## src/rtl/ripple_carry_adder_if.sv

```systemverilog
// Operand/result bundle for the registered ripple-carry adder.
// The master launches adds; the slave (the adder) returns registered results.
interface ripple_carry_adder_if #(
    parameter int WIDTH = 4
);
    logic             in_valid;
    logic [WIDTH-1:0] a;
    logic [WIDTH-1:0] b;
    logic             cin;
    logic             out_valid;
    logic [WIDTH-1:0] s;
    logic             cout;
    logic             ovf;
    logic             zero;

    modport master (
        output in_valid, a, b, cin,
        input  out_valid, s, cout, ovf, zero
    );

    modport slave (
        input  in_valid, a, b, cin,
        output out_valid, s, cout, ovf, zero
    );
endinterface

```

## src/rtl/ripple_carry_adder.sv

```systemverilog
// Registered N-bit ripple-carry adder: {cout,s} = a + b + cin, one cycle of latency.
// A chain of full-adder cells feeds a single bank of output registers.
module ripple_carry_adder #(
    parameter int WIDTH = 4
) (
    input  logic                 clk,
    input  logic                 rst_n,
    ripple_carry_adder_if.slave  bus
);
    logic [WIDTH:0]   c;
    logic [WIDTH-1:0] sum;

    assign c[0] = bus.cin;

    for (genvar i = 0; i < WIDTH; i++) begin : g_fa
        assign sum[i]  = bus.a[i] ^ bus.b[i] ^ c[i];
        assign c[i+1]  = (bus.a[i] & bus.b[i]) | (c[i] & (bus.a[i] ^ bus.b[i]));
    end

    // NOTE: state registers use non-blocking assignment so every flop samples pre-edge values.
    always_ff @(posedge clk or negedge rst_n) begin
        if (!rst_n) begin
            bus.out_valid <= 1'b0;
            bus.s         <= '0;
            bus.cout      <= 1'b0;
            bus.ovf       <= 1'b0;
            bus.zero      <= 1'b0;
        end else begin
            bus.out_valid <= bus.in_valid;
            // Result registers only load on a launch, so X operands while idle never reach them.
            if (bus.in_valid) begin
                bus.s    <= sum;
                bus.cout <= c[WIDTH];
                bus.ovf  <= c[WIDTH] ^ c[WIDTH-1];
                bus.zero <= ~|sum;
            end
        end
    end
endmodule

```

## src/flat_wrapper.sv

```systemverilog
// flat-port wrapper written by rule: the top's interface ports become plain ports
module ripple_carry_adder_flat 
#(
    parameter int WIDTH = 4
)
  (clk, rst_n, bus_in_valid, bus_a, bus_b, bus_cin, bus_out_valid, bus_s, bus_cout, bus_ovf, bus_zero);
  ripple_carry_adder_if #(.WIDTH(WIDTH)) bus_i ();
  input  logic clk;
  input  logic rst_n;
  input wire logic [$bits(bus_i.in_valid)-1:0] bus_in_valid;
  input wire logic [$bits(bus_i.a)-1:0] bus_a;
  input wire logic [$bits(bus_i.b)-1:0] bus_b;
  input wire logic [$bits(bus_i.cin)-1:0] bus_cin;
  output wire logic [$bits(bus_i.out_valid)-1:0] bus_out_valid;
  output wire logic [$bits(bus_i.s)-1:0] bus_s;
  output wire logic [$bits(bus_i.cout)-1:0] bus_cout;
  output wire logic [$bits(bus_i.ovf)-1:0] bus_ovf;
  output wire logic [$bits(bus_i.zero)-1:0] bus_zero;
  assign bus_i.in_valid = bus_in_valid;
  assign bus_i.a = bus_a;
  assign bus_i.b = bus_b;
  assign bus_i.cin = bus_cin;
  assign bus_out_valid = bus_i.out_valid;
  assign bus_s = bus_i.s;
  assign bus_cout = bus_i.cout;
  assign bus_ovf = bus_i.ovf;
  assign bus_zero = bus_i.zero;
  ripple_carry_adder #(.WIDTH(WIDTH)) u_core (.clk(clk), .rst_n(rst_n), .bus(bus_i));
endmodule
```

## config.mk

```make
export PLATFORM = sky130hd
export DESIGN_NAME = ripple_carry_adder_flat
export DESIGN_NICKNAME = d
export VERILOG_FILES = /design/src/rtl/ripple_carry_adder_if.sv /design/src/rtl/ripple_carry_adder.sv /design/src/flat_wrapper.sv
export SDC_FILE = /design/constraint.sdc
export NUM_CORES = 1
export LEC_CHECK = 0
export BUFFER_PORTS_ARGS = -buffer_cell sky130_fd_sc_hd__buf_4
export CORE_AREA = 2 2 39 41
export DETAILED_ROUTE_END_ITERATION = 8
export DIE_AREA = 0 0 41 43
export GPL_ROUTABILITY_DRIVEN = 0
export GPL_TIMING_DRIVEN = 0
export PLACE_DENSITY = 0.7
export SETUP_SLACK_MARGIN = 0.02
export SLEW_MARGIN = 10
export SYNTH_ARGS = -nofsm -noshare
export SYNTH_HDL_FRONTEND = slang
export SYNTH_SLANG_ARGS = --single-unit
```

## constraint.sdc

```tcl
create_clock -name clk -period 1.5 [get_ports clk]
set_input_delay 0.075 -clock clk [delete_from_list [all_inputs] [get_ports clk]]
set_output_delay 0.075 -clock clk [all_outputs]
set_load 0.1 [all_outputs]
```

* Word level (Yosys, flattened, before mapping)
Cells that the tools add are included.
** Cells by class
- Bitwise operators :: 21
- Reductions and logical operators :: 2
** Operators by type and width (count)
- $xor 1x1->1 :: 9
- $and 1x1->1 :: 8
- $or 1x1->1 :: 4
- $reduce_or 4->1 :: 1
- $logic_not 1->1 :: 1
** Storage, ports and cells
- Register bits after elaboration :: 8
- Bits of input ports :: 12
- Word-level logic and storage cells :: 28

* Longest topological paths before layout
Gate-level depths: netlist (run 1).
- Word-level depth :: 10
- Gate-level depth with buffers :: 7
- Depth with buffers taken out :: 7

* Least setup slack after synthesis (run 1)
Ideal clock, no wire load.
- Path type :: in2reg
- Start :: input port bus_cin
- End :: register u_core.bus.zero
- Arrival :: 2.160 ns
- Data required time :: 1.374 ns
- Setup slack :: -0.786 ns
- Stages :: 7
- Path buffers :: 0
- Cell sequence :: fa_1 > fa_1 > fa_1 > inv_1 > fa_1 > nor4b_2 > mux2_4
** Between the ends
- Longest elaborated chain between the ends :: 9
** RTL lines
- start, declared :: RTL line flat_wrapper.sv:13 : input wire logic [$bits(bus_i.cin)-1:0] bus_cin;
- $and 1x1->1 :: RTL line ripple_carry_adder.sv:17 : assign c[i+1] = (bus.a[i] & bus.b[i]) | (c[i] & (bus.a[i] ^ bus.b[i]));
- $or 1x1->1 :: RTL line ripple_carry_adder.sv:17
- $and 1x1->1 :: RTL line ripple_carry_adder.sv:17
- $or 1x1->1 :: RTL line ripple_carry_adder.sv:17
- $and 1x1->1 :: RTL line ripple_carry_adder.sv:17
- $or 1x1->1 :: RTL line ripple_carry_adder.sv:17
- $xor 1x1->1 :: RTL line ripple_carry_adder.sv:16 : assign sum[i] = bus.a[i] ^ bus.b[i] ^ c[i];
- $reduce_or 4->1 (*) :: RTL line ripple_carry_adder.sv:35 : bus.zero <= ~|sum;
- $logic_not 1->1 (*) :: RTL line ripple_carry_adder.sv:35
- end signal, assigned :: RTL line ripple_carry_adder.sv:35
- end, declared :: RTL line ripple_carry_adder_if.sv:23 : output out_valid, s, cout, ovf, zero
Mark *: on every way between the ends. The rest lies on a longest branch, timed or not.
A chain may end at the register's enable or synchronous reset.

* Worst setup path in the final report (run 1)
- Start :: input port bus_a[0]
- End :: register u_core.bus.zero
** Between the ends
- Longest elaborated chain between the ends :: 10
** RTL lines
- start, declared :: RTL line flat_wrapper.sv:11 : input wire logic [$bits(bus_i.a)-1:0] bus_a;
- $xor 1x1->1 :: RTL line ripple_carry_adder.sv:16, ripple_carry_adder.sv:17
- $and 1x1->1 :: RTL line ripple_carry_adder.sv:17
- $or 1x1->1 :: RTL line ripple_carry_adder.sv:17
- $and 1x1->1 :: RTL line ripple_carry_adder.sv:17
- $or 1x1->1 :: RTL line ripple_carry_adder.sv:17
- $and 1x1->1 :: RTL line ripple_carry_adder.sv:17
- $or 1x1->1 :: RTL line ripple_carry_adder.sv:17
- $xor 1x1->1 :: RTL line ripple_carry_adder.sv:16
- $reduce_or 4->1 (*) :: RTL line ripple_carry_adder.sv:35
- $logic_not 1->1 (*) :: RTL line ripple_carry_adder.sv:35
Marks and branches as above.

==> results of run 1 <==
[sequential cells by signal (all words and copies together) (netlist names)]
register,count
u_core.bus.zero,1
u_core.bus.s,4
u_core.bus.ovf,1
u_core.bus.out_valid,1
u_core.bus.cout,1
[layout by cell type, fill, tap and decap left out]
cell           count
dfrtp_1            8
nor4b_4            1
mux2_4             5
mux2i_1            2
dlygate4sd3_1      2
xnor2_2            1
buf_6              3
inv_2              1
clkbuf_4           3
inv_1              4
buf_4             20
fa_2               4
[how the worst max path moves through the flow]
stage                            endpoint  slack, ps  cells after the start
after detailed placement  u_core.bus.zero       -910                      8
after CTS                 u_core.bus.zero       -540                      8
after global placement    u_core.bus.zero       -880                      8
after global routing      u_core.bus.zero       -560                      8
final                     u_core.bus.zero       -530                      8
after floorplan           u_core.bus.zero       -690                      7
[repair_timing]
action | in CTS | in global routing
endpoints found under the setup margin | 5 | 5
pin swaps | 4 | 1
hold endpoints to repair | 9 | 0
setup buffers | 2 | 1
hold buffers | 2 | 0
gates resized for setup | 2 | 3
[area by class of cell]
class                      instances  area, sq um
inverter                           5        18.77
tap                               16        20.02
multi-input combinational         13        225.2
clock buffer                       3        22.52
sequential                         8        200.2
timing repair buffer              24        192.7
buffer                             1        11.26
fill                             135        693.2
[synthesized netlist by cell type]
library cell | count | area [sq um]
inv_1 | 5 | 18.77
buf_6 | 1 | 11.26
xnor2_1 | 1 | 8.760
mux2i_1 | 2 | 20.02
fa_1 | 4 | 80.08
nor4b_2 | 1 | 15.01
dfrtp_1 | 8 | 200.2
mux2_4 | 5 | 75.07
[kinds of logic (layout without fill, tap and decap cells)]
kind of cell	Yosys count	in the layout	synth area share
xor+xnor	1	1	0.02041
fa+ha+maj	4	4	0.1866
buf+inv	6	33	0.06997
flops	8	8	0.4665
mux	7	7	0.2216
simple gates	1	1	0.03498
[stage by stage]
step	hold slack, ps	utilization	setup WS, ps
after floorplan	-220.6	-	-690.5
after global placement	-105.1	0.4331	-880.2
after detailed placement	-100.8	0.4331	-914.9
after CTS	182.0	0.4837	-537.6
after global routing	203.0	0.4991	-559.7
final	183.4	0.4991	-526.8
[power groups by stage]
| stage | Combinational, W | Clock (W) | Sequential [W] |
|---|---|---|---|
| 6_report | 0.000542 | 0.000156 | 0.000278 |
| 5_1_grt | 0.000565 | 0.000176 | 0.000284 |
| 4_1_cts | 0.000536 | 0.000161 | 0.000279 |
| 3_5_place_dp | 0.000510 | 0 | 0.000281 |
| 3_3_place_gp | 0.000503 | 0 | 0.000281 |
| 2_1_floorplan | 0.000103 | 0 | 0.000567 |
[layer usage]
metal / vias to the layer above / share of wire / wire [um] / GRT usage
li1: 140 / - / - / -
met1: 137 / 0.39 / 301 / 0.1356
met2: 17 / 0.50 / 382 / 0.1781
met3: 2 / 0.082 / 63 / 0.01571
met4: 0 / 0.026 / 20 / 0.1000
met5: - / 0 / 0 / 0
[critical path, stage by stage]
cell     delay [ps]
buf_6            90
fa_2            380
fa_2            360
fa_2            360
inv_2            60
fa_2            430
nor4b_4         140
mux2_4          250
==> run summary, run 1 <==
Worst-path clk slew = 50 ps
Startpoint Class = primary input
Max transition margin = 0.8161
Fmax = 493.4 MHz
GRT overflow = 0
Final Non-Filler Cells = 70
Syn_area_per_cell = 15.89 sq um
Antenna violations before repair = 0
Fin area = 690.7 sq um
DR pass1 iterations = 1
Worst setup EP type = register
Die W = 41 um
PwrDens = 1414 nW/um^2
Mapped cell area = 429.2 sq um
#FFs+latches synth = 8
Unrepaired setup endpoints after global routing = true
Post-Route WL = 767 um
P&R area growth vs syn = 60.93%
Leak = 0.3518 nW
Cell variety after synth = 8
Share of layout cells above drive strength 1 = 0.7037
Core area = 1384 sq um
CTS tree = done
Floorplan row count = 14
Worst-margin pin slew = 278.2 ps
Pint = 0.0005173 W
Num CTS Buffers = 3
Crit Path Max Fanout = 2
Placed inst area = 599.3 sq um
Clock Sinks = 8
FF-to-FF path depth = 1
Residual DRC = 0
Critical path origin = bus_a[0]
Worst VDD drop = 0.4332 mV
DRT iter0 DRCs = 0
Inst Count DP = 62
IO Pins = 20
Status = complete, but fails checks
Clock share of power = 0.160
Reg2reg setup slack = 740 ps
Die height = 43 um
Failing checks = setup timing
Combinational Power Share = 0.556
Mapped Cells = 27
Ant diodes = 0
Final setup viols = 5
Number of nets in the layout = 72
Initial core utilization = 0.3101
Reg-to-reg critical path startpoint = u_core.bus.ovf
Sw Share = 0.4701
GRT Util Overall = 0.1173
Largest net degree at the start of global routing = 9
Clk_lat worst skew = 240 ps
Setup CP Type = primary input to register
Worst Clk Skew = 0 ps
Switching pwr = 0.0004590 W
Seq pwr share = 0.285
Total number of vias = 296
Wire length per cell = 10.96 um
Critical Path RT = 1630 ps
Vias in the first global route = 330
Die area = 1763 sq um
Final Hold Fails = 0
Total Neg Setup Slack = -1198 ps
Part of the Yosys area used for sequential elements = 0.4665
Tcrit/Tclk final = 1.351
Reg-to-Reg End = u_core.bus.ovf
Type of the worst min-delay path = primary input to async pin
Tot Pwr = 0.0009764 W
IO buf count = 19
Max Cap Viol = 0
Pins Over Slew Limit = 0
Vias per cell = 4.229
Global-route wire length before repair = 1317 um
Post-route worst setup slack = -526.8 ps
Syn. warnings = 0
Period minus WS final = 2027 ps
Routed Antenna Nets = 0
CTS max path bufs = 2
Syn_nets = 43
Critical path data arrival time = 2150 ps
Htree depth = 1
CTS Root Cell = clkbuf_4
Power figures use the tool's default switching activity.
==> run 2: changes to the inputs <==
--- a/config.mk
+++ b/config.mk
@@ -5,13 +5,14 @@
 export SDC_FILE = /design/constraint.sdc
 export NUM_CORES = 1
 export LEC_CHECK = 0
+export ABC_AREA = 1
 export BUFFER_PORTS_ARGS = -buffer_cell sky130_fd_sc_hd__buf_4
 export CORE_AREA = 2 2 39 41
 export DETAILED_ROUTE_END_ITERATION = 8
 export DIE_AREA = 0 0 41 43
 export GPL_ROUTABILITY_DRIVEN = 0
 export GPL_TIMING_DRIVEN = 0
-export PLACE_DENSITY = 0.7
+export PLACE_DENSITY = 0.68
 export SETUP_SLACK_MARGIN = 0.02
 export SLEW_MARGIN = 10
 export SYNTH_ARGS = -nofsm -noshare
==> run summary, run 2 <==
Status = complete, but fails checks
Failing checks = setup timing
Final setup viols = 3 (-2)
Mapped Cells = 41 (+52%)
Max stage delay on crit path = 410 ps (-20 ps)
Mapped cell area = 402.9 sq um (-6.1%)
Fmax = 544.3 MHz (+10%)
Die W = 41 um (unchanged)
Startpoint Class = primary input
FF-to-FF path depth = 2 (+1)
Post-route worst setup slack = -337.1 ps (+189.7 ps)
DR pass1 iterations = 2 (+1)
Pins Over Slew Limit = 0 (unchanged)
Crit Path Max Fanout = 2 (unchanged)
Max Cap Viol = 0 (unchanged)
Hold slack final = 186.1 ps (+2.675 ps)
Most common cell after layout, fill and taps aside = buf_4
Clock Sinks = 8 (unchanged)
Antenna violations before repair = 0 (unchanged)
Core area = 1384 sq um (unchanged)
Setup WS pre-CTS = -651.6 ps (+263.3 ps)
Cell taking the most area after synthesis = dfrtp_1
Max reg flops = 4 (unchanged)
CTS Root Cell = clkbuf_4
Wire length per cell = 9.593 um (-12%)
Most frequent cell after synthesis = nand2_1
Part of the Yosys area used for sequential elements = 0.4969 (+0.03042)
Share of layout cells above drive strength 1 = 0.4615 (-0.2422)
Worst-margin pin slew = 282.6 ps (+4.368 ps)
Worst-path clk slew = 50 ps (about the same)
IO buf count = 19 (unchanged)
Clk_lat worst skew = 240 ps (about the same)
Vias per cell = 4.160 (-1.6%)
Biggest register = u_core.bus.s
Leak = 0.3306 nW (-6.0%)
Period minus WS final = 1837 ps (-189.7 ps)
Share of the synthesized area in the top cell type = 0.4969 (+0.03042)
GRT Util Overall = 0.1076 (-0.009733)
Setup CP Type = primary input to register
Most used cell, CP = fa_2
Vias in the first global route = 298 (-9.7%)
Core Util, Final = 0.4512 (-0.04792)
Tcrit/Tclk final = 1.225 (-0.1265)
Post-Route WL = 777 um (+1.3%)
Syn. warnings = 0 (unchanged)
CTS tree = done
Global-route wire length before repair = 1228 um (-6.8%)
Ant diodes = 0 (unchanged)
CTS max path bufs = 2 (unchanged)
DRT iter0 DRCs = 2 (+2)
Most frequent cells in the layout = buf_4 (17), nand2_1 (15), dfrtp_1 (8), inv_1 (4)
Total number of vias = 337 (+14%)
Asr flop ratio synth = 1.000 (unchanged)
Worst Clk Skew = 0 ps (unchanged)
Synth top cells by count = nand2_1 (15), dfrtp_1 (8), inv_1 (5)
IO Pins = 20 (unchanged)
Syn_nets = 57 (+33%)
Largest net degree at the start of global routing = 9 (unchanged)
Fin area = 624.3 sq um (-9.6%)
Die area = 1763 sq um (unchanged)
Cell variety after synth = 11 (+3)
Syn_area_per_cell = 9.826 sq um (-38%)
Initial core utilization = 0.2911 (-0.01899)
P&R area growth vs syn = 54.97%
GRT overflow = 0 (unchanged)
Residual DRC = 0 (unchanged)
EDFF count, synth = 0 (unchanged)
PwrDens = 1289 nW/um^2 (-8.8%)
#FFs+latches synth = 8 (unchanged)
Worst VDD drop = 0.3599 mV (-17%)
Prevailing post-synth register cell = dfrtp_1
Type of the worst min-delay path = primary input to async pin
Routed Antenna Nets = 0 (unchanged)
Unrepaired setup endpoints after global routing = true
Num CTS Buffers = 3 (unchanged)
Htree depth = 1 (unchanged)
Placed inst area = 574.3 sq um (-4.2%)
Post-CTS setup buffer count = 0 (-2)
Critical path data arrival time = 1970 ps (-180 ps)
Total Neg Setup Slack = -671.8 ps (+525.9 ps)
Worst setup EP type = register
Critical Path RT = 1630 ps (about the same)
Final Hold Fails = 0 (unchanged)
Critical-path cell list = buf_6 > fa_2 > fa_2 > fa_2 > inv_2 > fa_1 > nand2_1 > clkinv_2 > nand3_2 > nand2_1
Slowest stage cell, crit path = fa_1
Floorplan row count = 14 (unchanged)
Synth area leaders = dfrtp_1 (50%), fa_1 (20%), nand2_1 (14%)
Die height = 43 um (unchanged)
Max transition margin = 0.8132 (-0.002888)
Number of nets in the layout = 83 (+15%)
run 2: cell types whose count changed after synthesis, moves of 2 or more:
cell and delta:
mux2_4 -5, mux2i_1 -2, nand2_1 +15, nor2_1 +3
run 2: where the power goes:
part / internal (W) / total, W / switching (W)
Combinational: 0.0000947 / 0.000390 / 0.000295
Clock: 0.0000909 / 0.000154 / 0.0000631
Sequential: 0.000246 / 0.000261 / 0.0000151
run 2: layout make-up:
type	instances	area, sq um
flip-flops and latches	8	200.2
well taps	16	20.02
clock buffers	3	22.52
repair buffers	21	170.2
inverters	7	27.53
multi-input cells	26	183.9
fillers	145	759.5
run 2: worst paths after layout:
kind	slack, ps	to	start
setup / recovery	-340	u_core.bus.zero	bus_a[0]
hold / removal	190	u_core.bus.s[2]	rst_n
max in group asynchronous	1190	u_core.bus.s[1]	rst_n
min in group clk	240	u_core.bus.s[0]	bus_b[0]
setup reg to reg	880	u_core.bus.s[3]	u_core.bus.s[3]
hold reg to reg	470	u_core.bus.s[0]	u_core.bus.s[0]
run 2: critical path, delay by kind of cell:
family | cells | cell delay (ps)
fa+ha+maj | 4 | 1470
buf+inv | 3 | 220
simple gates | 3 | 200
run 2: cells by family (layout without fill, tap and decap cells):
kind of cell	after synthesis	count (layout)	synth area share
and+or+nand+nor	20	20	0.2049
buffers and inverters	7	31	0.06520
AOI/OAI and AO/OA	2	2	0.03415
DFF	8	8	0.4969
adders and majority gates	4	4	0.1988
run 2: stage by stage:
stage | total power [W] | std cells
2_1_floorplan | 0.0005528 | 41
3_3_place_gp | 0.0006473 | 76
3_5_place_dp | 0.0006526 | 76
4_1_cts | 0.0008164 | 81
5_1_grt | 0.0008521 | 81
6_report | 0.0008047 | 81
run 2: per-layer routing:
| metal | wire, um | GRT usage |
|---|---|---|
| met1 | 300 | 0.1267 |
| met5 | 0 | 0 |
| met2 | 412 | 0.1656 |
| met3 | 64 | 0.03141 |
| met4 | 0 | 0.06000 |
run 2: timing repair:
action,4_1_cts,5_1_grt
endpoints found under the hold margin,9,0
hold buffers,2,0
gates cloned,0,0
setup endpoints to repair,5,4
gates resized for setup,1,1
pin swaps,6,0
==> run 3: changes to the inputs <==
--- a/config.mk
+++ b/config.mk
@@ -13,6 +13,7 @@
 export GPL_ROUTABILITY_DRIVEN = 0
 export GPL_TIMING_DRIVEN = 0
 export PLACE_DENSITY = 0.68
+export REMOVE_ABC_BUFFERS = 1
 export SETUP_SLACK_MARGIN = 0.02
 export SLEW_MARGIN = 10
 export SYNTH_ARGS = -nofsm -noshare
==> run summary, run 3 (synthesis gave the netlist of run 2 again) <==
Status = complete, but fails checks
Failing checks = setup timing
Filler Cells Inserted = 139 (-4.1%)
Core Util, Final = 0.4647 (+0.01356)
Sequential cell area = 200.2 sq um (unchanged)
Largest net degree at the start of global routing = 9 (unchanged)
Crit-path leading delay family = adder cells
Residual DRC = 0 (unchanged)
Die height = 43 um (unchanged)
Unrepaired setup endpoints after global routing = true
PwrDens = 1266 nW/um^2 (-1.8%)
Final Hold Fails = 0 (unchanged)
GRT overflow = 0 (unchanged)
Leak = 0.3437 nW (+4.0%)
Tot Pwr = 0.0008139 W (+1.1%)
Pint = 0.0004400 W (+2.0%)
Tcrit/Tclk final = 1.221 (-0.003776)
Startpoint Class = primary input
Worst path buffer plus inverter count = 3 (unchanged)
Max Cap Viol = 0 (unchanged)
Most used cell, CP = fa_2
Clock share of power = 0.189 (-0.002)
DRT iter0 DRCs = 9 (+7)
Area of the multi-input gates = 183.9 sq um (unchanged)
Clock Sinks = 8 (unchanged)
Critical Path RT = 1630 ps (about the same)
Met1 Wirelength = 292 um (-2.7%)
Critical-path cell list = buf_6 > fa_2 > fa_2 > fa_2 > inv_2 > fa_1 > nand2_1 > clkinv_2 > nand3_2 > nand2_1
CTS Root Cell = clkbuf_4
Slowest stage cell, crit path = fa_1
Worst-path clk slew = 50 ps (about the same)
Pins Over Slew Limit = 0 (unchanged)
Total number of vias = 350 (+3.9%)
Floorplan row count = 14 (unchanged)
Share of layout cells above drive strength 1 = 0.4853 (+0.02376)
Inst Count DP = 76 (unchanged)
Post-route worst setup slack = -331.5 ps (+5.664 ps)
P&R area growth vs syn = 59.63%
Worst Clk Skew = 0 ps (unchanged)
Wire length per cell = 9.000 um (-6.2%)
Htree depth = 1 (unchanged)
IO buf count = 19 (unchanged)
Antenna violations before repair = 0 (unchanged)
Num CTS Buffers = 3 (unchanged)
Clk_lat worst skew = 240 ps (about the same)
Core area = 1384 sq um (unchanged)
Vias in the first global route = 341 (+14%)
Max reg flops = 4 (unchanged)
Critical path data arrival time = 1960 ps (about the same)
DR WL met2 = 377 um (-8.5%)
GRT Util Overall = 0.1152 (+0.007574)
Final Non-Filler Cells = 84 (+3.7%)
Most frequent cells in the layout = buf_4 (21), nand2_1 (15), dfrtp_1 (8), inv_1 (4)
Routed Antenna Nets = 0 (unchanged)
Fmax = 546.0 MHz (+0.31%)
Number of nets in the layout = 86 (+3.6%)
CTS tree = done
Most common cell after layout, fill and taps aside = buf_4
Die area = 1763 sq um (unchanged)
Met3 routed WL = 76 um (+19%)
Top sig layer = met4
Die W = 41 um (unchanged)
Worst VDD drop = 0.3894 mV (+8.2%)
Post-Route WL = 756 um (-2.7%)
IO Pins = 20 (unchanged)
Setup CP Type = primary input to register
Sw Share = 0.4594 (-0.004309)
Crit Path Max Fanout = 2 (unchanged)
Final setup viols = 3 (unchanged)
Period minus WS final = 1831 ps (-5.664 ps)
Seq pwr share = 0.322 (-0.002)
Ant diodes = 0 (unchanged)
Initial core utilization = 0.2911 (unchanged)
Biggest register = u_core.bus.s
CTS max path bufs = 2 (unchanged)
Worst-margin pin slew = 279.0 ps (-3.600 ps)
Total Neg Setup Slack = -687.6 ps (-15.79 ps)
Switching pwr = 0.0003739 W (+0.21%)
Worst setup EP type = register
Type of the worst min-delay path = primary input to async pin
Vias per cell = 4.167 (+0.15%)
Max stage delay on crit path = 400 ps (about the same)
Global-route wire length before repair = 1304 um (+6.2%)
Max transition margin = 0.8156 (+0.002381)
Combinational Power Share = 0.489 (+0.005)
DR pass1 iterations = 4 (+2)
==> run 3: worst paths after layout <==
| path | cells after the start | slack [ps] | end | start |
|---|---|---|---|---|
| worst max-delay path | 10 | -330 | u_core.bus.zero | bus_a[0] |
| min in group clk | 4 | 240 | u_core.bus.s[0] | bus_a[0] |
| worst max register to register | 2 | 870 | u_core.bus.zero | u_core.bus.zero |
| worst min register to register | 2 | 480 | u_core.bus.s[1] | u_core.bus.s[1] |
| worst min-delay path | 2 | 180 | u_core.bus.s[2] | rst_n |
| max in group asynchronous | 2 | 1200 | u_core.bus.ovf | rst_n |
==> run 3: through the flow <==
step	setup WS, ps	cell area (sq um)	hold WS [ps]
global route	-384.2	643.1	195.4
global placement	-775.0	565.5	-105.6
CTS	-369.6	635.6	170.8
floorplan	-589.5	402.9	-220.6
finish	-331.5	643.1	176.0
detailed placement	-792.4	565.5	-104.0
==> run 3: layout make-up <==
class,count,share of cell area
Timing Repair Buffer,24,0.2938
Clock buffer,3,0.03502
Inverter,7,0.04280
Sequential cell,8,0.3113
Tap cell,16,0.03113
Multi-Input combinational cell,26,0.2860
==> run 3: per-layer routing <==
| metal | track usage | vias up |
|---|---|---|
| met1 | 0.1318 | 154 |
| met4 | 0.08000 | 0 |
| met3 | 0.04712 | 2 |
| li1 | - | 176 |
| met2 | 0.1656 | 18 |
| met5 | 0 | - |
==> run 3: what timing repair did <==
action,in CTS,in global routing
gates resized for setup,6,0
endpoints found under the setup margin,5,5
endpoints found under the hold margin,9,0
hold buffers,2,0
pin swaps,4,2
cloned,0,0
setup buffers,2,1
==> run 3: power by group through the flow <==
stage / logic (W) / clock network (W) / registers, W
2_1_floorplan: 0.0000647 / 0 / 0.000483
3_3_place_gp: 0.000377 / 0 / 0.000264
3_5_place_dp: 0.000380 / 0 / 0.000266
4_1_cts: 0.000397 / 0.000164 / 0.000263
5_1_grt: 0.000424 / 0.000181 / 0.000266
6_report: 0.000398 / 0.000154 / 0.000262
